[config.mk]
export PLATFORM = sky130hd
export DESIGN_NAME = pattern_player
export DESIGN_NICKNAME = d
export VERILOG_FILES = /design/src/rtl/pattern_player.sv
export SDC_FILE = /design/constraint.sdc
export NUM_CORES = 1
export LEC_CHECK = 0
export ABC_CLOCK_PERIOD_IN_PS = 2250
export CAP_MARGIN = 20
export CORE_MARGIN = 2
export CORE_UTILIZATION = 50
export DETAILED_ROUTE_END_ITERATION = 6
export PLACE_DENSITY = 0.71
export SYNTH_ARGS = -nofsm -noshare
export SYNTH_HDL_FRONTEND = slang
export SYNTH_SLANG_ARGS = --single-unit
[constraint.sdc]
create_clock -name clk -period 2.25 [get_ports clk]
set_input_delay 0.675 -clock clk [delete_from_list [all_inputs] [get_ports clk]]
set_output_delay 0.675 -clock clk [all_outputs]
set_load 0.03 [all_outputs]
[src/rtl/pattern_player.sv]
// pattern_player: plays a latched bit pattern LSB-first on `out`, holding each
// bit for RATE_DIV+1 clocks, with start/busy/done handshake and abort.
// Optional repeat mode (GAP state, gap counter, reload copy) is built only when
// PATTERN_PLAYER_REPEAT_EN is defined.
// The repeat request port is named repeat_i because `repeat` is a reserved word.
module pattern_player #(
   parameter int PAT_W     = 12,
   parameter int LEN_W     = $clog2(PAT_W + 1),
   parameter int RATE_W    = 28,
   parameter int RATE_DIV  = 24999999,
   parameter int GAP_TICKS = 3
) (
   input  logic             clk,
   input  logic             reset,
   input  logic             start,
   input  logic             abort,
   input  logic [PAT_W-1:0] pat_data,
   input  logic [LEN_W-1:0] pat_len,
   input  logic             repeat_i,
   output logic             out,
   output logic             busy,
   output logic             done
);

`ifdef PATTERN_PLAYER_REPEAT_EN
   localparam int GAP_W = $clog2(GAP_TICKS + 1);
   typedef enum logic [1:0] {IDLE, PLAY, GAP} state_t;
`else
   typedef enum logic [1:0] {IDLE, PLAY} state_t;
`endif

   state_t            state_q;
   logic [PAT_W-1:0]  shreg_q;
   logic [LEN_W-1:0]  bits_left_q;
   logic [RATE_W-1:0] rate_q, rate_d;
   logic              done_q;
   logic [LEN_W-1:0]  len_clamped;
   logic              tick;

`ifdef PATTERN_PLAYER_REPEAT_EN
   logic [PAT_W-1:0]  reload_q;
   logic [LEN_W-1:0]  len_q;
   logic              rpt_q;
   logic [GAP_W-1:0]  gap_left_q;
`else
   logic              unused_cfg;
   assign unused_cfg = repeat_i ^ (GAP_TICKS != 0);
`endif

   // Clamp the requested length and decode the bit-period tick.
   always_comb begin
      len_clamped = (pat_len > LEN_W'(PAT_W)) ? LEN_W'(PAT_W) : pat_len;
      tick        = (state_q != IDLE) && (rate_q == RATE_W'(RATE_DIV));
   end

   // Next rate count: held at zero while idle or aborting, wraps on tick.
   always_comb begin
      rate_d = rate_q + RATE_W'(1);
      if (abort || state_q == IDLE || tick) rate_d = '0;
   end

   // Rate counter register.
   always_ff @(posedge clk or posedge reset) begin
      if (reset) rate_q <= '0;
      else       rate_q <= rate_d;
   end

   // Playback FSM with shift register, bit/gap counters and done pulse.
   always_ff @(posedge clk or posedge reset) begin
      if (reset) begin
         state_q     <= IDLE;
         shreg_q     <= '0;
         bits_left_q <= '0;
         done_q      <= 1'b0;
`ifdef PATTERN_PLAYER_REPEAT_EN
         reload_q    <= '0;
         len_q       <= '0;
         rpt_q       <= 1'b0;
         gap_left_q  <= '0;
`endif
      end else begin
         done_q <= 1'b0;
         if (abort) begin
            state_q <= IDLE;
         end else begin
            case (state_q)
               IDLE: begin
                  if (start) begin
                     shreg_q     <= pat_data;
                     bits_left_q <= len_clamped;
`ifdef PATTERN_PLAYER_REPEAT_EN
                     reload_q    <= pat_data;
                     len_q       <= len_clamped;
                     rpt_q       <= repeat_i;
`endif
                     if (len_clamped == '0) done_q  <= 1'b1;
                     else                   state_q <= PLAY;
                  end
               end
               PLAY: begin
                  if (tick) begin
                     shreg_q     <= shreg_q >> 1;
                     bits_left_q <= bits_left_q - LEN_W'(1);
                     if (bits_left_q == LEN_W'(1)) begin
`ifdef PATTERN_PLAYER_REPEAT_EN
                        if (rpt_q) begin
                           state_q    <= GAP;
                           gap_left_q <= GAP_W'(GAP_TICKS);
                        end else begin
                           state_q <= IDLE;
                           done_q  <= 1'b1;
                        end
`else
                        state_q <= IDLE;
                        done_q  <= 1'b1;
`endif
                     end
                  end
               end
`ifdef PATTERN_PLAYER_REPEAT_EN
               GAP: begin
                  if (tick) begin
                     gap_left_q <= gap_left_q - GAP_W'(1);
                     if (gap_left_q == GAP_W'(1)) begin
                        shreg_q     <= reload_q;
                        bits_left_q <= len_q;
                        state_q     <= PLAY;
                     end
                  end
               end
`endif
               default: state_q <= IDLE;
            endcase
         end
      end
   end

   // Outputs decoded only from registers.
   always_comb begin
      out  = (state_q == PLAY) && shreg_q[0];
      busy = (state_q != IDLE);
      done = done_q;
   end

endmodule
# Word-level counts from Yosys, hierarchy flattened
# Cells that the tools add are included.
[totals]
wordCells = 48
regBits = 47
[op_classes]
bitwise_logic = 1
addsub = 2
n_eq_ne = 9
n_lt_le_gt_ge = 1
n_mux = 20
n_reduce_logical = 10
[op_table]
columns = ["cell", "n"]
rows = [
  ["adder 28 x 1 -> 28 bit, second input constant", 1],
  ["== test 28 x 25 -> 1 bit, second input constant", 1],
  ["2-to-1 mux 28 bit", 1],
  ["2-to-1 mux 12 bit", 2],
  ["case mux 12 bit (2 select lines)", 1],
  ["2-to-1 mux 4 bit", 3],
  ["!= test 3 bit, second input constant", 4],
  ["2-to-1 mux 2 bit", 5],
  ["case mux 4 bit (2 select lines)", 1],
  ["AND reduction 4 bit", 2],
  ["2-to-1 mux 1 bit", 5],
  ["== test 4 x 1 -> 1 bit, second input constant", 1],
  ["> comparator 4 bit, second input constant", 1],
  ["logical NOT 4 bit", 1],
  ["!= test 2 bit, second input constant", 2],
  ["case mux 2 bit (2 select lines)", 1],
  ["nonzero test 2 bit", 2],
  ["subtractor 4 x 1 -> 4 bit, second input constant", 1],
  ["== test 2 x 1 -> 1 bit, second input constant", 1],
  ["logical AND 1 bit", 2],
  ["logical NOT 2 bit", 1],
  ["logical OR 1 bit", 2],
  ["case mux 1 bit (2 select lines)", 1],
  ["NOT 1 bit", 1],
]

# Logic depth before layout (Yosys ltp)
# Gate-level depths: netlist of run 1.
[depth]
ltp_word = 7
depth_mapped = 6
mapped_depth_nobuf = 6

# Worst setup path after synthesis of run 1
# Ideal clock, no wire load.
[synth_timing]
kind = "input to register"
startpoint = "in abort"
endpoint = "reg shreg_q[0]"
path_slack_ps = 98
path_buffers = 2
stages = 5
setup_time_ps = 125
t_arrival_ps = 2028
path_cell_list = "clkbuf_1 > or3b_2 > o31ai_1 > buf_4 > mux2_2"
[synth_via]
elab_chain_cells = 2
[synth_lines]
columns = ["element", "line_no", "source"]
rows = [
  ["from (decl)", "16", "input logic abort,"],
  ["NOT 1 bit (no source line)", "--", ""],
  ["AND reduction 4 bit (no source line)", "--", ""],
  ["to (signal assigned)", "89", "shreg_q <= pat_data;"],
  ["to (signal assigned)", "102", "shreg_q <= shreg_q >> 1;"],
  ["to (decl)", "33", "logic [PAT_W-1:0] shreg_q;"],
]
# No other way between the ends.
# A chain may end at the register's enable or synchronous reset.

# Final worst setup path of run 1
[layout_timing]
startpoint = "reg rate_q[6]"
endpoint = "reg rate_q[27]"
[layout_via]
elab_chain_cells = 4
[layout_lines]
columns = ["element", "line_no", "source"]
rows = [
  ["from (decl)", "35", "logic [RATE_W-1:0] rate_q, rate_d;"],
  ["from (signal assigned)", "65", "else rate_q <= rate_d;"],
  ["branches (longest 3 deep; another with adder 28 x 1 -> 28 bit)", "--", ""],
  ["2-to-1 mux 28 bit (*)", "59", "if (abort || state_q == IDLE || tick) rate_d = '0;"],
  ["named net rate_d[27]", "35", ""],
]
# Mark *: on every way through the listed nets, which the timed path passes.

==> report_table.html, run 1 <==
<table>
<tr><th>Metric</th><th>Value</th></tr>
<tr><th colspan="2">Synth</th></tr>
<tr><td>Cell types occupying the most area after synthesis</td><td>sky130_fd_sc_hd__dfrtp_1 47%, sky130_fd_sc_hd__mux2_2 10%, sky130_fd_sc_hd__nand2_1 3.0%</td></tr>
<tr><td>Number of synthesized register bits</td><td>46</td></tr>
<tr><td>Largest area contributor in the synthesized netlist</td><td>sky130_fd_sc_hd__dfrtp_1</td></tr>
<tr><td>Nets in the synthesized netlist</td><td>~270</td></tr>
<tr><td>Top cell type's share of synthesized area</td><td>0.467</td></tr>
<tr><td>Unique cell type count in the Yosys netlist</td><td>39</td></tr>
<tr><td>Total of warnings raised by yosys</td><td>0</td></tr>
<tr><td>Synth Instances</td><td>around 250</td></tr>
<tr><td>Post-synthesis instance area</td><td>between 0.002 and 0.0025 mm²</td></tr>
<tr><td>Proportion of synthesized chip area in sequential cells</td><td>0.467</td></tr>
<tr><td>Post-synthesis average cell area</td><td>9.95 µm²</td></tr>
<tr><th colspan="2">Timing</th></tr>
<tr><td>Unrepaired setup endpoints after global routing</td><td>no</td></tr>
<tr><td>Final setup vio count</td><td>0</td></tr>
<tr><td>Count of pins over their slew limit</td><td>0</td></tr>
<tr><td>Upper clock frequency limit</td><td>477 MHz</td></tr>
<tr><td>Largest clock skew in the final design</td><td>slightly above 0.006 ns</td></tr>
<tr><td>Worst relative slew slack</td><td>0.750</td></tr>
<tr><td>Slew @ Worst Pin</td><td>between 0.3 and 0.4 ns</td></tr>
<tr><td>Setup ws final</td><td>0.153 ns</td></tr>
<tr><td>Number of endpoints with negative hold slack in the final report</td><td>0</td></tr>
<tr><td>Minimum clock period</td><td>2.10 ns</td></tr>
<tr><td>Final Cycle Share</td><td>0.932</td></tr>
<tr><th colspan="2">Global route</th></tr>
<tr><td>Number of global-route vias before repair</td><td>between 1,500 and 2,000</td></tr>
<tr><td>Wire length of the first global-routing pass</td><td>between 8000 and 9000 µm</td></tr>
<tr><td>Overall overflow remaining after global route</td><td>0</td></tr>
<tr><td>Initial antenna violation count</td><td>0</td></tr>
<tr><td>Largest net degree at the start of global routing</td><td>47</td></tr>
<tr><td>Total routing usage reported by global routing</td><td>0.212</td></tr>
<tr><th colspan="2">Worst setup path</th></tr>
<tr><td>Arrival time of the worst setup path</td><td>~2.3 ns</td></tr>
<tr><td>Slack of the worst reg-to-reg path</td><td>0.15 ns</td></tr>
<tr><td>WP data required</td><td>approximately 2.5 ns</td></tr>
<tr><td>Startpoint types</td><td>flip-flop</td></tr>
<tr><td>Destination of the worst register-to-register timing path</td><td>rate_q[27]</td></tr>
<tr><td>Crit path kind</td><td>flip-flop to flip-flop</td></tr>
<tr><td>Worst-case reg-to-reg path depth</td><td>4</td></tr>
<tr><td>Nature of the critical path endpoint</td><td>flip-flop</td></tr>
<tr><td>R2R Path Start</td><td>rate_q[6]</td></tr>
<tr><td>Highest fanout seen on the critical path</td><td>11</td></tr>
<tr><th colspan="2">CTS</th></tr>
<tr><td>H-Tree Level Count</td><td>2</td></tr>
<tr><td>CTS tree</td><td>built</td></tr>
<tr><td>Number of clock sinks</td><td>46</td></tr>
<tr><td>Number of clock buffers inserted by TritonCTS</td><td>5</td></tr>
<tr><td>Register clock-pin slew on the reported worst setup and hold paths</td><td>0.08 ns</td></tr>
<tr><td>Post-CTS Setup Bufs</td><td>0</td></tr>
<tr><td>Insertion delay to the later sink of the worst-skew pair</td><td>just over 0.3 ns</td></tr>
<tr><td>Cts hold-fix bufs</td><td>0</td></tr>
<tr><td>Post-CTS resize count</td><td>0</td></tr>
<tr><td>Root buffer cell</td><td>sky130_fd_sc_hd__clkbuf_8</td></tr>
<tr><td>Clock tree buffer depth</td><td>2</td></tr>
<tr><th colspan="2">Route</th></tr>
<tr><td>Wire length per cell</td><td>around 14 µm</td></tr>
<tr><td>Remaining antenna violation count</td><td>0</td></tr>
<tr><td>Routed vias/inst</td><td>about 5.5</td></tr>
<tr><td>Total number of vias</td><td>approximately 2,000</td></tr>
<tr><td>Iter 0 DRT Violations</td><td>approximately 140</td></tr>
<tr><td>Drc violations</td><td>0</td></tr>
<tr><td>Sum of routed wire length over all layers</td><td>5140 µm</td></tr>
<tr><td>Number of iterations in the first detailed-routing pass</td><td>5</td></tr>
<tr><th colspan="2">Worst hold path</th></tr>
<tr><td>Worst min-delay path startpoint</td><td>shreg_q[1]</td></tr>
<tr><td>Type of the tightest min-delay check</td><td>flip-flop to flip-flop</td></tr>
<tr><td>Hold EP</td><td>shreg_q[1]</td></tr>
<tr><td>Hold Path Cell Cnt</td><td>1</td></tr>
<tr><th colspan="2">Pwr</th></tr>
<tr><td>Net switching power</td><td>around 500 µW</td></tr>
<tr><td>Switching part of the total power</td><td>0.257</td></tr>
<tr><td>Share of total power in sequential cells</td><td>0.502</td></tr>
<tr><td>Largest voltage drop on the vdd net</td><td>412 µV</td></tr>
<tr><td>Power Density</td><td>roughly 650 mW/mm²</td></tr>
<tr><td>Internal Power</td><td>between 1000 and 1500 µW</td></tr>
<tr><td>Logic pwr share</td><td>0.182</td></tr>
<tr><td>Clk pwr share</td><td>0.316</td></tr>
<tr><td>Leak pwr</td><td>~0.0012 µW</td></tr>
<tr><th colspan="2">Placement</th></tr>
<tr><td>DP Worst Slack</td><td>-0.132 ns</td></tr>
<tr><td>Global placement routability congestion</td><td>approximately 0.84</td></tr>
<tr><td>Total instance count after detailed placement</td><td>between 300 and 400</td></tr>
<tr><td>IO Port Bufs</td><td>22</td></tr>
<tr><td>Post-detailed-placement half-perimeter wirelength</td><td>3640 µm</td></tr>
<tr><th colspan="2">Die</th></tr>
<tr><td>Starting utilization of the core area</td><td>0.519</td></tr>
<tr><td>Die boundary width</td><td>around 74 µm</td></tr>
<tr><td>Core area</td><td>0.00475 mm²</td></tr>
<tr><td>Floorplan die height</td><td>74.2 µm</td></tr>
<tr><td>Die Outline Area</td><td>between 0.005 and 0.006 mm²</td></tr>
<tr><td>Number of I/O pins</td><td>24</td></tr>
<tr><td>FP Rows</td><td>25</td></tr>
<tr><th colspan="2">Run</th></tr>
<tr><td>Max cap viols</td><td>0</td></tr>
<tr><th colspan="2">Cells and area</th></tr>
<tr><td>Share of cells above drive strength 1</td><td>0.207</td></tr>
<tr><td>ANT cells</td><td>0</td></tr>
<tr><td>Fill cell instance count of the final layout</td><td>415</td></tr>
<tr><td>Non-filler cells in the finished layout</td><td>about 360</td></tr>
<tr><td>Final net count</td><td>around 310</td></tr>
<tr><td>Synthesis-to-layout area growth</td><td>23.8%</td></tr>
<tr><th colspan="2">Outcome</th></tr>
<tr><td>Run status</td><td>finished clean</td></tr>
</table>
==> Yosys cell counts, drive strengths merged <==
cell,number
a21o,1
a311oi,1
o31ai,7
o21ai,14
nor3,5
xnor2,8
a21oi,14
and4,5
nor4b,2
nand2b,1
o211ai,1
mux2i,4
nor2,19
nor4,5
nand4,8
and3,2
nor4bb,1
or3,7
a211o,1
nand3,10
buf,4
nor3b,2
ha,3
a22o,1
o22ai,1
mux2,22
xor2,6
inv,6
nor2b,3
dfrtp,46
or4,8
and2,2
nand2,20
or3b,1
clkbuf,7
==> cells by family (layout without fill, tap and decap cells) <==
family	count (synthesis)	count (layout)	share of synthesized area
xor gates and xnor gates	14	14	0.0497
DFF	46	46	0.467
buffers and inverters	17	59	0.0284
AOI/OAI and AO/OA	41	41	0.0974
muxes	26	26	0.117
and+or+nand+nor	101	101	0.226
adders and majority gates	3	3	0.0152
==> critical path, cell delays in order, from the launching register on <==
cell and delay (ns):
sky130_fd_sc_hd__dfrtp_1 0.45, sky130_fd_sc_hd__nand4_2 0.14, sky130_fd_sc_hd__or4_1 0.72, sky130_fd_sc_hd__or4_1 0.56, sky130_fd_sc_hd__a21oi_1 0.16
==> state kept, by name (all words and copies together) (netlist names) <==
name and flops:
bits_left_q 4, state_q 1, rate_q 28, shreg_q 12, done 1
==> power groups by stage <==
stage	clock, µW	sequential, µW	combinational [µW]
after global routing	662	1000	404
final	623	989	360
after CTS	629	989	366
after detailed placement	0	1000	363
after floorplan	0	992	237
after global placement	0	998	351
==> layer usage <==
metal | global-route usage | share of wire | up-vias
met5 | 0 | 0 | -
met4 | 0.0992 | 0.019 | 0
met3 | 0.0420 | 0.025 | 7
met2 | 0.324 | 0.47 | 21
met1 | 0.292 | 0.49 | 936
li1 | - | - | 988
==> final cells by class <==
type	count	area (µm²)	area share
inverter	6	22.5	0.00737
multi-input combinational	185	1260	0.413
clock buffer	6	72.6	0.0238
tap	67	83.8	0.0274
timing repair buffer	45	425	0.139
clock inverter	2	37.5	0.0123
sequential	46	1150	0.377
==> cell usage in the layout, fill, tap and decap left out, types with 6 or more instances in the layout <==
master	netlist	layout
sky130_fd_sc_hd__xnor2_1	8	8
sky130_fd_sc_hd__nand2_1	20	20
sky130_fd_sc_hd__o31ai_1	7	6
sky130_fd_sc_hd__nand4_1	7	7
sky130_fd_sc_hd__or4_1	8	7
sky130_fd_sc_hd__nor2_1	19	19
sky130_fd_sc_hd__nand3_1	10	10
sky130_fd_sc_hd__clkdlybuf4s50_1	0	20
sky130_fd_sc_hd__buf_4	1	22
sky130_fd_sc_hd__dfrtp_1	46	46
sky130_fd_sc_hd__o21ai_0	13	13
sky130_fd_sc_hd__xor2_1	6	6
sky130_fd_sc_hd__a21oi_1	14	14
sky130_fd_sc_hd__or3_1	7	7
sky130_fd_sc_hd__mux2_2	22	22
==> how the worst max path moves through the flow <==
stage              start  cells past startpoint    endpoint
2_1_floorplan      abort                      5  shreg_q[0]
3_3_place_gp       start                      5  shreg_q[4]
3_5_place_dp       start                      5  shreg_q[2]
4_1_cts        rate_q[1]                      5  rate_q[20]
5_1_grt        rate_q[6]                      5  rate_q[17]
6_report       rate_q[6]                      4  rate_q[27]
==> metrics by stage <==
| stage | utilization | hold slack [ns] | instance area [µm²] | total power, µW | setup TNS, ns |
|---|---|---|---|---|---|
| 2_1_floorplan | - | 0.455 | 2470 | 1230 | 0 |
| 3_3_place_gp | 0.617 | 0.483 | 2930 | 1350 | -1.06 |
| 3_5_place_dp | 0.617 | 0.490 | 2930 | 1370 | -1.34 |
| 4_1_cts | 0.640 | 0.510 | 3040 | 1980 | 0 |
| 5_1_grt | 0.642 | 0.523 | 3050 | 2070 | 0 |
| 6_report | 0.642 | 0.509 | 3050 | 1970 | 0 |
No activity file was read; power rests on OpenSTA's default activity.
==> run 2: changes to the inputs <==
--- a/config.mk
+++ b/config.mk
@@ -5,7 +5,7 @@
 export SDC_FILE = /design/constraint.sdc
 export NUM_CORES = 1
 export LEC_CHECK = 0
-export ABC_CLOCK_PERIOD_IN_PS = 2250
+export ABC_CLOCK_PERIOD_IN_PS = 2460
 export CAP_MARGIN = 20
 export CORE_MARGIN = 2
 export CORE_UTILIZATION = 50
==> constraint.sdc (replaced) <==
create_clock -name clk -period 2.46 [get_ports clk]
set_input_delay 0.738 -clock clk [delete_from_list [all_inputs] [get_ports clk]]
set_output_delay 0.738 -clock clk [all_outputs]
set_load 0.03 [all_outputs]
==> report_table.html, run 2 (same netlist as run 1, synthesis figures left out) <==
<table>
<tr><th>Metric</th><th>Value</th></tr>
<tr><th colspan="2">Outcome</th></tr>
<tr><td>Run status</td><td>finished clean</td></tr>
<tr><th colspan="2">Route</th></tr>
<tr><td>Drc violations</td><td>0 (unchanged)</td></tr>
<tr><td>Iter 0 DRT Violations</td><td>156 (+8.3%)</td></tr>
<tr><td>Number of iterations in the first detailed-routing pass</td><td>4 (-1)</td></tr>
<tr><td>Remaining antenna violation count</td><td>0 (unchanged)</td></tr>
<tr><td>Routed vias/inst</td><td>5.60 (+2.4%)</td></tr>
<tr><td>Total number of vias</td><td>2,055 (+5.3%)</td></tr>
<tr><td>Sum of routed wire length over all layers</td><td>5260 µm (+2.5%)</td></tr>
<tr><td>Wire length per cell</td><td>14.3 µm (-0.32%)</td></tr>
<tr><th colspan="2">Pwr</th></tr>
<tr><td>Total power</td><td>1710 µW (-13%)</td></tr>
<tr><td>Power Density</td><td>554 mW/mm² (-14%)</td></tr>
<tr><td>Leak pwr</td><td>0.00123 µW (+2.9%)</td></tr>
<tr><td>Largest voltage drop on the vdd net</td><td>417 µV (+1.2%)</td></tr>
<tr><th colspan="2">Timing</th></tr>
<tr><td>Number of endpoints with negative hold slack in the final report</td><td>0 (unchanged)</td></tr>
<tr><td>Upper clock frequency limit</td><td>429 MHz (-10%)</td></tr>
<tr><td>Unrepaired setup endpoints after global routing</td><td>no</td></tr>
<tr><td>Final Cycle Share</td><td>0.948 (+0.0163)</td></tr>
<tr><td>Minimum clock period</td><td>2.33 ns (+0.236 ns)</td></tr>
<tr><td>Worst relative slew slack</td><td>0.575 (-0.175)</td></tr>
<tr><td>Final setup vio count</td><td>0 (unchanged)</td></tr>
<tr><td>Count of pins over their slew limit</td><td>0 (unchanged)</td></tr>
<tr><td>Slew @ Worst Pin</td><td>0.637 ns (+0.265 ns)</td></tr>
<tr><td>Largest clock skew in the final design</td><td>0.00763 ns (+0.00140 ns)</td></tr>
<tr><th colspan="2">Global route</th></tr>
<tr><td>Overall overflow remaining after global route</td><td>0 (unchanged)</td></tr>
<tr><td>Largest net degree at the start of global routing</td><td>33 (-30%)</td></tr>
<tr><td>Wire length of the first global-routing pass</td><td>9180 µm (+3.2%)</td></tr>
<tr><td>Total routing usage reported by global routing</td><td>0.215 (+0.00350)</td></tr>
<tr><td>Initial antenna violation count</td><td>0 (unchanged)</td></tr>
<tr><td>Number of global-route vias before repair</td><td>2,039 (+5.3%)</td></tr>
<tr><th colspan="2">Die</th></tr>
<tr><td>Floorplan die height</td><td>74.2 µm (unchanged)</td></tr>
<tr><td>Starting utilization of the core area</td><td>0.519 (unchanged)</td></tr>
<tr><td>FP Rows</td><td>25 (unchanged)</td></tr>
<tr><td>Core area</td><td>0.00475 mm² (unchanged)</td></tr>
<tr><td>Die boundary width</td><td>74.2 µm (unchanged)</td></tr>
<tr><td>Number of I/O pins</td><td>24 (unchanged)</td></tr>
<tr><td>Die Outline Area</td><td>0.00551 mm² (unchanged)</td></tr>
<tr><th colspan="2">Cells and area</th></tr>
<tr><td>Leading cell types in the layout, fill and taps excluded</td><td>46 x sky130_fd_sc_hd__dfrtp_1, 32 x sky130_fd_sc_hd__buf_4, 22 x sky130_fd_sc_hd__mux2_2, 22 x sky130_fd_sc_hd__clkdlybuf4s50_1, 20 x sky130_fd_sc_hd__nand2_1</td></tr>
<tr><td>Share of cells above drive strength 1</td><td>0.223 (+0.0164)</td></tr>
<tr><td>Flip-flop count of the largest register, all copies and words added</td><td>28 (unchanged)</td></tr>
<tr><td>Synthesis-to-layout area growth</td><td>25.3%</td></tr>
<tr><td>Final net count</td><td>323 (+3.2%)</td></tr>
<tr><td>Post-Layout Inst Area</td><td>0.00309 mm² (+1.2%)</td></tr>
<tr><td>Largest reg by FF count</td><td>rate_q</td></tr>
<tr><td>Registers with the most flip-flops</td><td>rate_q x28, shreg_q x12, bits_left_q x4</td></tr>
<tr><td>ANT cells</td><td>0 (unchanged)</td></tr>
<tr><td>Most common cell after layout, fill and taps aside</td><td>sky130_fd_sc_hd__dfrtp_1</td></tr>
<tr><th colspan="2">Worst hold path</th></tr>
<tr><td>Worst min-delay path startpoint</td><td>shreg_q[9]</td></tr>
<tr><td>Type of the tightest min-delay check</td><td>flip-flop to flip-flop</td></tr>
<tr><td>Hold Path Cell Cnt</td><td>1 (unchanged)</td></tr>
<tr><td>Hold EP</td><td>shreg_q[9]</td></tr>
<tr><th colspan="2">CTS</th></tr>
<tr><td>CTS tree</td><td>built</td></tr>
<tr><td>Cts hold-fix bufs</td><td>0 (unchanged)</td></tr>
<tr><td>Number of clock buffers inserted by TritonCTS</td><td>5 (unchanged)</td></tr>
<tr><td>H-Tree Level Count</td><td>2 (unchanged)</td></tr>
<tr><td>Insertion delay to the later sink of the worst-skew pair</td><td>0.31 ns (about the same)</td></tr>
<tr><td>Number of clock sinks</td><td>46 (unchanged)</td></tr>
<tr><td>Root buffer cell</td><td>sky130_fd_sc_hd__clkbuf_8</td></tr>
<tr><td>Clock tree buffer depth</td><td>2 (unchanged)</td></tr>
<tr><td>Register clock-pin slew on the reported worst setup and hold paths</td><td>0.10 ns (+0.02 ns)</td></tr>
<tr><th colspan="2">Placement</th></tr>
<tr><td>IO Port Bufs</td><td>22 (unchanged)</td></tr>
<tr><td>Global placement routability congestion</td><td>0.820 (-2.9%)</td></tr>
<tr><td>Post-detailed-placement half-perimeter wirelength</td><td>3880 µm (+6.5%)</td></tr>
<tr><td>Placed cell areas</td><td>0.00299 mm² (+1.9%)</td></tr>
<tr><th colspan="2">Worst setup path</th></tr>
<tr><td>Highest fanout seen on the critical path</td><td>11 (unchanged)</td></tr>
<tr><td>Start point of the critical path</td><td>rate_q[1]</td></tr>
<tr><td>Slack of the worst reg-to-reg path</td><td>0.13 ns (-0.03 ns)</td></tr>
<tr><td>Slowest CP cell</td><td>sky130_fd_sc_hd__or4_1</td></tr>
<tr><td>Arrival time of the worst setup path</td><td>2.57 ns (+0.24 ns)</td></tr>
<tr><td>WP data required</td><td>2.70 ns (+0.22 ns)</td></tr>
<tr><td>Startpoint types</td><td>flip-flop</td></tr>
<tr><td>Cell mode on critical path</td><td>sky130_fd_sc_hd__or4_1</td></tr>
<tr><td>Nature of the critical path endpoint</td><td>flip-flop</td></tr>
<tr><td>Crit-path max cell delay</td><td>0.75 ns (+0.03 ns)</td></tr>
<tr><td>Destination of the worst register-to-register timing path</td><td>rate_q[20]</td></tr>
<tr><td>Worst-case reg-to-reg path depth</td><td>6 (+2)</td></tr>
<tr><td>Cells traversed along the worst timing path</td><td>ha_1 -&gt; buf_4 -&gt; nand4_1 -&gt; or4_1 -&gt; or4_1 -&gt; a21oi_1</td></tr>
<tr><td>Crit path kind</td><td>flip-flop to flip-flop</td></tr>
<tr><td>R2R Path Start</td><td>rate_q[1]</td></tr>
<tr><th colspan="2">Run</th></tr>
<tr><td>Max cap viols</td><td>0 (unchanged)</td></tr>
</table>
run 2: repair_timing:
item	in CTS	in global routing
resized for setup	1	0
setup endpoints to repair	12	0
setup buffers	0	0
run 2: worst max path at each step:
| stage | depth (start not counted) | slack, ns | endpoint |
|---|---|---|---|
| after floorplan | 5 | 0.24 | shreg_q[0] |
| after global routing | 6 | 0.003 | rate_q[20] |
| after CTS | 2 | 0.11 | out |
| final | 6 | 0.13 | rate_q[20] |
| after detailed placement | 4 | -0.29 | shreg_q[8] |
| after global placement | 4 | -0.26 | shreg_q[1] |
run 2: worst max-delay path: cells and delay by family, from the launching register on:
| kind | cells | cell delay, ns |
|---|---|---|
| fa+ha+maj | 1 | 0.20 |
| flops | 1 | 0.39 |
| compound gates | 1 | 0.15 |
| buf+inv | 1 | 0.14 |
| simple gates | 3 | 1.38 |
run 2: area by class of cell:
cell class	instances	area [µm²]
multi-input combinational	185	1260
clock buffer	5	68.8
sequential	46	1150
clock inverter	3	25.0
inverter	6	22.5
tap	67	83.8
fill	399	1660
timing repair buffer	55	480
run 2: per-layer routing:
metal  global-route usage  up-vias  part of all wire
met5                    0        -                 0
met4               0.0675        0             0.017
met3               0.0569       15             0.035
met2                0.331       47              0.47
met1                0.301      977              0.48
li1                     -     1016                 -
run 2: power breakdown:
part,switching (µW),internal (µW),total [µW]
registers,58.2,848,906
clock network,282,205,487
logic,137,183,320
run 2: through the flow:
stage	std cells	TNS, ns	setup WS, ns	hold slack [ns]	util
2_1_floorplan	248	0	0.245	0.455	-
3_3_place_gp	359	-3.04	-0.259	0.485	0.629
3_5_place_dp	359	-3.29	-0.291	0.491	0.629
4_1_cts	367	0	0.113	0.517	0.650
5_1_grt	367	0	0.00319	0.535	0.650
6_report	367	0	0.128	0.516	0.650
==> run 3: changes to the inputs <==
--- a/config.mk
+++ b/config.mk
@@ -11,6 +11,7 @@
 export CORE_UTILIZATION = 50
 export DETAILED_ROUTE_END_ITERATION = 6
 export PLACE_DENSITY = 0.71
+export SLEW_MARGIN = 20
 export SYNTH_ARGS = -nofsm -noshare
 export SYNTH_HDL_FRONTEND = slang
 export SYNTH_SLANG_ARGS = --single-unit
==> results of run 3 <==
No change in the layout: final DEF, timing and power equal those of run 2.
